==> config.mk <==
export PLATFORM = sky130hd
export DESIGN_NAME = weight_read_sequencer
export DESIGN_NICKNAME = d
export VERILOG_FILES = /design/src/rtl/weight_read_sequencer.sv
export SDC_FILE = /design/constraint.sdc
export NUM_CORES = 1
export LEC_CHECK = 0
export CAP_MARGIN = 20
export CORE_ASPECT_RATIO = 0.5
export CORE_MARGIN = 1
export CORE_UTILIZATION = 37
export CTS_BUF_LIST = sky130_fd_sc_hd__clkbuf_8
export DETAILED_ROUTE_END_ITERATION = 8
export PLACE_DENSITY = 0.88
export SYNTH_ARGS = -nofsm -noshare
export SYNTH_HDL_FRONTEND = slang
export SYNTH_SLANG_ARGS = --single-unit
export TNS_END_PERCENT = 10
==> constraint.sdc <==
create_clock -name clk -period 3.8 [get_ports clk]
set_clock_uncertainty 0.1 [all_clocks]
set_input_delay 0.76 -clock clk [delete_from_list [all_inputs] [get_ports clk]]
set_output_delay 0.76 -clock clk [all_outputs]
set_load 0.005 [all_outputs]
==> src/rtl/weight_read_sequencer.sv <==
// weight_read_sequencer: pairs one neuron's activation stream with its weights.
// Each accepted activation issues a weight read in the same cycle. One cycle
// later the activation and the returned weight are presented together as a
// pair, and the final pair of each frame is flagged.
// Optional feature macro WEIGHT_LOAD_EN enables the LOAD state, which reloads
// the weight memory from the cfg stream. Without it the cfg port is ignored,
// the write port is tied off, and the memory acts as a ROM.
//
// Handshakes: a word moves on a port only in a cycle where valid && ready are
// both high. in_ready and cfg_ready are decoded from state (cfg_ready also
// depends on in_valid in IDLE) and never depend on anything downstream. If an
// activation and a cfg word are offered together in IDLE, the activation wins.
// A cfg word offered in IDLE while in_valid is low is accepted as word 0 of the
// reload. pair_* has no backpressure.
module weight_read_sequencer #(
  parameter int NUM_WEIGHT = 30,
  parameter int ADDR_W     = $clog2(NUM_WEIGHT),
  parameter int DATA_W     = 16
) (
  input  logic              clk,
  input  logic              rst,
  input  logic              in_valid,
  input  logic [DATA_W-1:0] in_data,
  output logic              in_ready,
  output logic              mem_ren,
  output logic [ADDR_W-1:0] mem_radd,
  input  logic [DATA_W-1:0] mem_wout,
  output logic              mem_wen,
  output logic [ADDR_W-1:0] mem_wadd,
  output logic [DATA_W-1:0] mem_win,
  input  logic              cfg_valid,
  input  logic [DATA_W-1:0] cfg_data,
  output logic              cfg_ready,
  output logic              pair_valid,
  output logic [DATA_W-1:0] pair_x,
  output logic [DATA_W-1:0] pair_w,
  output logic              pair_last,
  output logic              load_done,
  output logic              busy
);

  typedef enum logic [1:0] {
    IDLE  = 2'd0,
    RUN   = 2'd1,
    DRAIN = 2'd2,
    LOAD  = 2'd3
  } state_t;

  localparam logic [ADDR_W-1:0] LAST_ADDR = ADDR_W'(NUM_WEIGHT - 1);

  state_t            state;
  logic [ADDR_W-1:0] rd_cnt;
  logic [ADDR_W-1:0] radd_q;      // last issued read address, held while idle
  logic              accept;
  logic              load_start;  // IDLE leaves for LOAD
  logic              load_finish; // final reload word accepted this cycle

  // Read side: the read issues in the accept cycle; the weight comes back next cycle.
  assign in_ready = (state == IDLE) || (state == RUN);
  assign accept   = in_valid && in_ready;
  assign mem_ren  = accept;
  assign mem_radd = accept ? rd_cnt : radd_q;
  assign pair_w   = pair_valid ? mem_wout : '0;
  assign busy     = (state != IDLE);

`ifdef WEIGHT_LOAD_EN
  logic [ADDR_W-1:0] wr_cnt;
  logic              cfg_accept;

  assign cfg_ready   = ((state == IDLE) && !in_valid) || (state == LOAD);
  assign cfg_accept  = cfg_valid && cfg_ready;
  assign load_start  = cfg_valid;
  assign load_finish = cfg_accept && (wr_cnt == LAST_ADDR);

  // Reload write port: one registered write per accepted cfg word.
  always_ff @(posedge clk or posedge rst) begin
    if (rst) begin
      wr_cnt    <= '0;
      mem_wen   <= 1'b0;
      mem_wadd  <= '0;
      mem_win   <= '0;
      load_done <= 1'b0;
    end else begin
      mem_wen   <= cfg_accept;
      load_done <= load_finish;
      if (cfg_accept) begin
        mem_wadd <= wr_cnt;
        mem_win  <= cfg_data;
        wr_cnt   <= load_finish ? '0 : wr_cnt + ADDR_W'(1);
      end
    end
  end
`else
  logic unused_cfg;

  assign unused_cfg  = ^{cfg_valid, cfg_data};
  assign cfg_ready   = 1'b0;
  assign load_start  = 1'b0;
  assign load_finish = 1'b0;
  assign mem_wen     = 1'b0;
  assign mem_wadd    = '0;
  assign mem_win     = '0;
  assign load_done   = 1'b0;
`endif

  // Sequencer FSM with the registered pair outputs and the read address counter.
  always_ff @(posedge clk or posedge rst) begin
    if (rst) begin
      state      <= IDLE;
      rd_cnt     <= '0;
      radd_q     <= '0;
      pair_valid <= 1'b0;
      pair_x     <= '0;
      pair_last  <= 1'b0;
    end else begin
      pair_valid <= accept;
      pair_last  <= accept && (rd_cnt == LAST_ADDR);
      if (accept) begin
        pair_x <= in_data;
        radd_q <= rd_cnt;
      end
      case (state)
        IDLE, RUN: begin
          if (accept) begin
            if (rd_cnt == LAST_ADDR) begin
              rd_cnt <= '0;
              state  <= DRAIN;
            end else begin
              rd_cnt <= rd_cnt + ADDR_W'(1);
              state  <= RUN;
            end
          end else if ((state == IDLE) && load_start) begin
            state <= load_finish ? IDLE : LOAD;
          end
        end
        DRAIN:   state <= IDLE;
        LOAD:    if (load_finish) state <= IDLE;
        default: state <= IDLE;
      endcase
    end
  end

endmodule
# Word-level counts from Yosys, hierarchy flattened
# Cells that the tools add are included.
# Widths: inputs -> output; s select.
# totals
wordCells,27
output_inout_bits,66
inputBits,52
register_bits,30
# op_classes
n_mux,6
bitwise_logic,1
n_reduce_logical,8
addsub,1
eq_ne,5
# op_table
operator,count
$mux 16,1
$mux 5,2
$add 5x1->5 const B,1
$eq 5x5->1 const B,1
$eq 2x2->1 const B,2
$mux 2,2
$pmux 2 s2,1
$reduce_and 2->1,2
$eq 2x1->1 const B,1
$logic_and 1x1->1,2
$logic_not 2->1,1
$ne 2x2->1 const B,1
$reduce_bool 2->1,1
$reduce_or 2->1,1
$logic_or 1x1->1,1
$not 1->1,1

# Depth between registers and ports, before layout
# Gate-level depths: netlist of run 1.
# logic_depth
ltp_word,5
mapped_depth,5
depth_no_buf,5

# Worst setup path after synthesis of run 1
# No wires, ideal clock.
# synth_path
path_type,input to output
startpoint,input port in_valid
endpoint,output port mem_radd[0]
setup_slack_ps,1756
n_path_buf,2
stages,5
required_time_ps,2940
t_arrival_ps,1184
cell_sequence,nand2b_4 -> buf_6 -> buf_6 -> nand2_1 -> nand2_1
# synth_between
elab_chain_cells,2
# synth_rtl
element,line,source
"start, declared",22,"input logic in_valid,"
$logic_and 1x1->1,60,assign accept = in_valid && in_ready;
$mux 5,-,
"end, declared",26,"output logic [ADDR_W-1:0] mem_radd,"
# No other way between the ends.

# Final worst setup path of run 1
# layout_path
startpoint,input port in_valid
endpoint,output port mem_radd[4]
# The elaborated chain is that of the path after synthesis.

==> summary.txt, run 1 <==
Clk buf depth = 2
Placed Cells incl. Taps = 290
H-Tree Depth = 2
PwrDens = 594 nW/um2
Crit path time final = 3.29 ns
Clock power share = 0.220
Post-route non-filler standard cell count = 299
Number of fill cells = 289
Reg2reg setup slack = 2.27 ns
RSZ-0062 raised after global routing = false
Min-Delay Path Class = reg -> reg
Period utilisation layout = 0.866
Via count = 1,315
Cells after synthesis = 169
Power Internal = 951 uW
Pin count of the biggest net entering global routing = 31
Largest stage delay, worst path = 0.53 ns
Max Clk Rate = 304 MHz
Crit Path Max Fanout = 29
Slowest CP cell = clkdlybuf4s50_1
Arrival @ worst endpoint = 2.43 ns
Multi-input logic area = 597 um2
Clock Latency Late Sink = 0.28 ns
First DRT Iteration DRCs = 82
Mean Syn Cell Area = 8.94 um2
Slew Limit Fails = 0
Antenna cells = 0
Final Hold Vio Count = 0
Minimum hold slack = 0.369 ns
Routed WL = 3630 um
First-pass GRT wire length = 5440 um
Layout cells sized above 1 = 0.0484
Residual DRC count = 0
Initial antenna violation count = 0
Cts hold-fix bufs = 0
Primary FF master, synth = dfrtp_1
I/O pin count = 118
Die X-Extent = 92.4 um
Post-synth cell types = 23
Reg power frac = 0.380
Outcome = finished clean
Design Power = 1390 uW
CTS Sinks = 30
Max-cap violation count = 0
Via/cell ratio = 4.40
DP Wirelength = 2650 um
Setup_tns = 0 ns
Sequential share of the synthesized area = 0.497
Setup crit start kind = primary input
Post-CTS setup buffers = 0
Mapped Area = 1510 um2
Die area = 4360 um2
Crit path kind = in -> out
Share of the synthesized area in the top cell type = 0.497
Layout net count = 301
CP cell instances = clkdlybuf4s50_1 -> nand2b_4 -> inv_2 -> nand2_1 -> nand2_1 -> clkdlybuf4s50_1
CTS Root Cell = clkbuf_8
Vias in the first global route = 1,271
CTS tree = yes
Post-CTS sizing = 0
Core Util, Final = 0.637
Inserted Clock Buffers = 5
Combinational share of power = 0.400
Maximum vdd ir drop = 0.260 mV
# rows = 15
Clk slew on worst S/H paths = 0.06 ns
Wire length per cell = 12.1 um
IO buf count = 76
Std-Cell Core Area = 3660 um2
Area Overhead vs Synth = 54.4%
FF+latch area = 751 um2
Top post-synthesis cells by area = dfrtp_1 50%, nand2_1 15%, buf_4 12%, and2_1 6.6%, o21ai_0 2.3%
CP required = 2.94 ns
Initial Util = 0.413
Switch share = 0.314
DRT Pass-1 Iters = 4
Switching pwr = 434 uW
Grt ovf = 0
Leakage = 0.00112 uW
Total track usage = 0.169
RD Place Congestion = 0.809
Post-synth EDFFs = 0
Die Ht = 47.2 um
Yosys warns = 0
Post-DRT Antenna Nets = 0
Synthesis-stage register bit count = 30
Async SR Flop Fraction = 1.00
Endpoint class of the critical path = primary output
Yosys top cell by area = dfrtp_1
Setup violators final = 0
worst paths after layout:
path	endpoint	from	depth (start not counted)
max	mem_radd[4]	in_valid	6
min	pair_x[7]	pair_x[7]	2
max reg2reg	pair_x[11]	state[1]	5
min in group asynchronous	pair_x[6]	rst	2
max in group asynchronous	pair_x[7]	rst	3
min reg2reg	pair_x[7]	pair_x[7]	2
cells in the final DEF (no fill, tap or decap), types with 2 or more instances in the layout:
master	instances
a21o_1	2
and2_1	16
clkbuf_8	5
clkdlybuf4s50_1	76
conb_1	24
dfrtp_1	30
ha_1	2
inv_1	6
nand2_1	61
nand4_1	3
nor2_1	3
o21ai_0	7
o31ai_1	2
sequential cells by signal (all words and copies together) (netlist names):
signal      count
pair_x         16
pair_valid      1
radd_q          5
state           2
pair_last       1
rd_cnt          5
synth_stat cells, types with 2 or more instances:
master / instances
nand2_1: 61
dfrtp_1: 30
buf_4: 25
and2_1: 16
o21ai_0: 7
inv_1: 4
buf_6: 3
nand4_1: 3
nor2_1: 3
a21o_1: 2
ha_1: 2
o31ai_1: 2
through the flow:
| step | area, um2 | setup slack (ns) |
|---|---|---|
| floorplan | 1600 | 1.76 |
| global placement | 2200 | 0.546 |
| detailed placement | 2200 | 0.508 |
| CTS | 2300 | 0.493 |
| global route | 2330 | 0.393 |
| finish | 2330 | 0.510 |
worst max-delay path: cells and delay by family:
kind | cells | cell delay, ns
buffers and inverters | 3 | 1.27
and+or+nand+nor | 3 | 0.38
power by group through the flow:
stage               Clock, uW  Sequential [uW]  Combinational, uW
global route              325              541                609
global placement            0              519                534
finish                    305              526                554
CTS                       310              525                559
detailed placement          0              529                551
floorplan                   0              512                263
layer usage:
layer / share of wire / wire length (um) / global-route usage
met3: 0.061 / 220 / 0.0437
met1: 0.42 / 1530 / 0.182
met5: 0 / 0 / 0
met2: 0.50 / 1820 / 0.321
met4: 0.018 / 64 / 0.0969
area by class of cell:
class / instances / share of cell area
inverters: 5 / 0.00805
clock buffers: 5 / 0.0295
well taps: 51 / 0.0274
clock inverters: 3 / 0.0161
repair buffers: 78 / 0.341
multi-input cells: 127 / 0.256
flip-flops and latches: 30 / 0.322
kinds of logic after synthesis:
logic type | synth area share
fa+ha+maj | 0.0166
compound gates | 0.0480
buf+inv | 0.165
simple gates | 0.271
other cells | 0.00248
flops | 0.497
Note: power is estimated with default switching activity, not from simulation.
==> run 2, diff against run 1 <==
--- a/config.mk
+++ b/config.mk
@@ -12,6 +12,7 @@
 export CTS_BUF_LIST = sky130_fd_sc_hd__clkbuf_8
 export DETAILED_ROUTE_END_ITERATION = 8
 export PLACE_DENSITY = 0.88
+export SLEW_MARGIN = 20
 export SYNTH_ARGS = -nofsm -noshare
 export SYNTH_HDL_FRONTEND = slang
 export SYNTH_SLANG_ARGS = --single-unit
==> constraint.sdc (replaced) <==
create_clock -name clk -period 4 [get_ports clk]
set_clock_uncertainty 0.1 [all_clocks]
set_input_delay 0.8 -clock clk [delete_from_list [all_inputs] [get_ports clk]]
set_output_delay 0.8 -clock clk [all_outputs]
set_load 0.005 [all_outputs]
==> summary.txt, run 2 (same netlist as run 1, synthesis figures left out) <==
Initial Util = 0.413 (unchanged)
Cts hold-fix bufs = 0 (unchanged)
Post-CTS setup buffers = 0 (unchanged)
Hold path depth = 2 (unchanged)
Met2 GRT Util = 0.323 (+0.00148)
Crit path kind = in -> out
Clk slew on worst S/H paths = 0.06 ns (about the same)
Final Hold Vio Count = 0 (unchanged)
Slew Limit Fails = 0 (unchanged)
Gr busiest metal = met2
Inserted Clock Buffers = 5 (unchanged)
Setup violators final = 0 (unchanged)
Worst R2R Path Depth = 5 (unchanged)
Met1 usage = 0.193 (+0.0107)
Setup_tns = 0 ns (unchanged)
CP cell instances = clkdlybuf4s50_1 -> nand2b_4 -> inv_2 -> nand2_1 -> nand2_1 -> clkdlybuf4s50_1
DRT Pass-1 Iters = 4 (unchanged)
CTS Root Cell = clkbuf_8
Worst r2r src = state[1]
Layout cells sized above 1 = 0.0447 (-0.00367)
Crit path time final = 3.47 ns
WHS Endpoint = pair_x[9]
HP Start = pair_x[9]
Crit Path Max Fanout = 29 (unchanged)
Post-CTS sizing = 0 (unchanged)
Min-Delay Path Class = reg -> reg
Slowest CP cell = clkdlybuf4s50_1
Endpoint class of the critical path = primary output
First-pass GRT wire length = 5500 um (+1.0%)
Die area = 4360 um2 (unchanged)
Clk buf depth = 2 (unchanged)
Design Power = 1240 uW (-10%)
PwrDens = 546 nW/um2 (-8.1%)
Pin count of the biggest net entering global routing = 31 (unchanged)
Max reg flops = 16 (unchanged)
Outcome = finished clean
Total track usage = 0.170 (+0.00136)
DP Wirelength = 2670 um (+0.51%)
Setup crit start kind = primary input
Most frequent cells in the layout = 76 x clkdlybuf4s50_1, 61 x nand2_1, 30 x dfrtp_1, 24 x conb_1, 16 x and2_1
Max-cap violation count = 0 (unchanged)
Area Overhead vs Synth = 50.6%
Grt ovf = 0 (unchanged)
Period utilisation layout = 0.867
Number of fill cells = 306 (+5.9%)
Via/cell ratio = 4.39 (-0.17%)
Max Clk Rate = 288 MHz
Wire length per cell = 12.3 um (+1.6%)
R2r endpoint = pair_x[11]
CTS tree = yes
Initial antenna violation count = 0 (unchanged)
CP required = 3.10 ns (+0.16 ns)
Met3 GRT Util = 0.0421 (-0.00162)
H-Tree Depth = 2 (unchanged)
First DRT Iteration DRCs = 119 (+45%)
I/O pin count = 118 (unchanged)
RD Place Congestion = 0.786 (-2.9%)
Layout net count = 300 (-0.33%)
Clock Latency Late Sink = 0.27 ns (about the same)
Commonest non-fill, non-tap cell in the layout = clkdlybuf4s50_1
Std-Cell Core Area = 3660 um2 (unchanged)
CTS Sinks = 30 (unchanged)
RSZ-0062 raised after global routing = false
Maximum vdd ir drop = 0.360 mV (+39%)
Largest stage delay, worst path = 0.55 ns (+0.02 ns)
Die X-Extent = 92.4 um (unchanged)
Via count = 1,304 (-0.84%)
Biggest regs = pair_x: 16 flops, radd_q: 5 flops, rd_cnt: 5 flops
# rows = 15 (unchanged)
Residual DRC count = 0 (unchanged)
IO buf count = 76 (unchanged)
Arrival @ worst endpoint = 2.57 ns (+0.14 ns)
Routed WL = 3670 um (+0.91%)
Reg2reg setup slack = 2.43 ns (+0.16 ns)
Vias in the first global route = 1,151 (-9.4%)
Die Ht = 47.2 um (unchanged)
Worst slew margin = 0.603
Post-DRT Antenna Nets = 0 (unchanged)
Leakage = 0.00109 uW (-2.5%)
Antenna cells = 0 (unchanged)
Register name with the most flops = pair_x
Least-Margin Pin Slew = 0.594 ns
[run 2: worst max-delay path by stage]
stage / from / to / slack [ns] / cells after the start
CTS: in_valid / mem_radd[0] / 0.54 / 6
global route: in_valid / mem_radd[4] / 0.47 / 6
finish: in_valid / mem_radd[4] / 0.53 / 6
detailed placement: in_valid / mem_radd[4] / 0.57 / 6
global placement: in_valid / mem_radd[0] / 0.59 / 6
floorplan: in_valid / mem_radd[0] / 1.88 / 5
[run 2: where the power goes]
group	internal (uW)	total, uW	switching [uW]
Sequential	412	501	89.5
Combinational	308	526	218
Clock	114	215	101
[run 2: routing by layer]
metal,vias up,routed length (um)
li1,629,-
met1,608,1510
met2,62,1900
met3,5,215
met4,0,44
met5,-,0
[run 2: critical path, delay by kind of cell]
kind	cells	cell delay, ns
buffers and inverters	3	1.36
and+or+nand+nor	3	0.41
[run 2: cell type report]
| class | instances | area (um2) | share of cell area |
|---|---|---|---|
| Sequential cell | 30 | 751 | 0.330 |
| Tap cell | 51 | 63.8 | 0.0281 |
| Inverter | 5 | 18.8 | 0.00825 |
| Multi-Input combinational cell | 127 | 597 | 0.262 |
| Timing Repair Buffer | 77 | 768 | 0.338 |
| Clock buffer | 5 | 68.8 | 0.0303 |
| Clock inverter | 2 | 7.51 | 0.00330 |
[run 2: stage by stage]
step / setup WS, ns / util / instance area [um2] / hold WS, ns / cells
6_report: 0.532 / 0.622 / 2270 / 0.374 / 297
5_1_grt: 0.470 / 0.622 / 2270 / 0.399 / 297
4_1_cts: 0.539 / 0.622 / 2270 / 0.373 / 297
3_5_place_dp: 0.568 / 0.601 / 2200 / 0.359 / 290
3_3_place_gp: 0.594 / 0.601 / 2200 / 0.355 / 290
2_1_floorplan: 1.88 / - / 1600 / 0.362 / 192
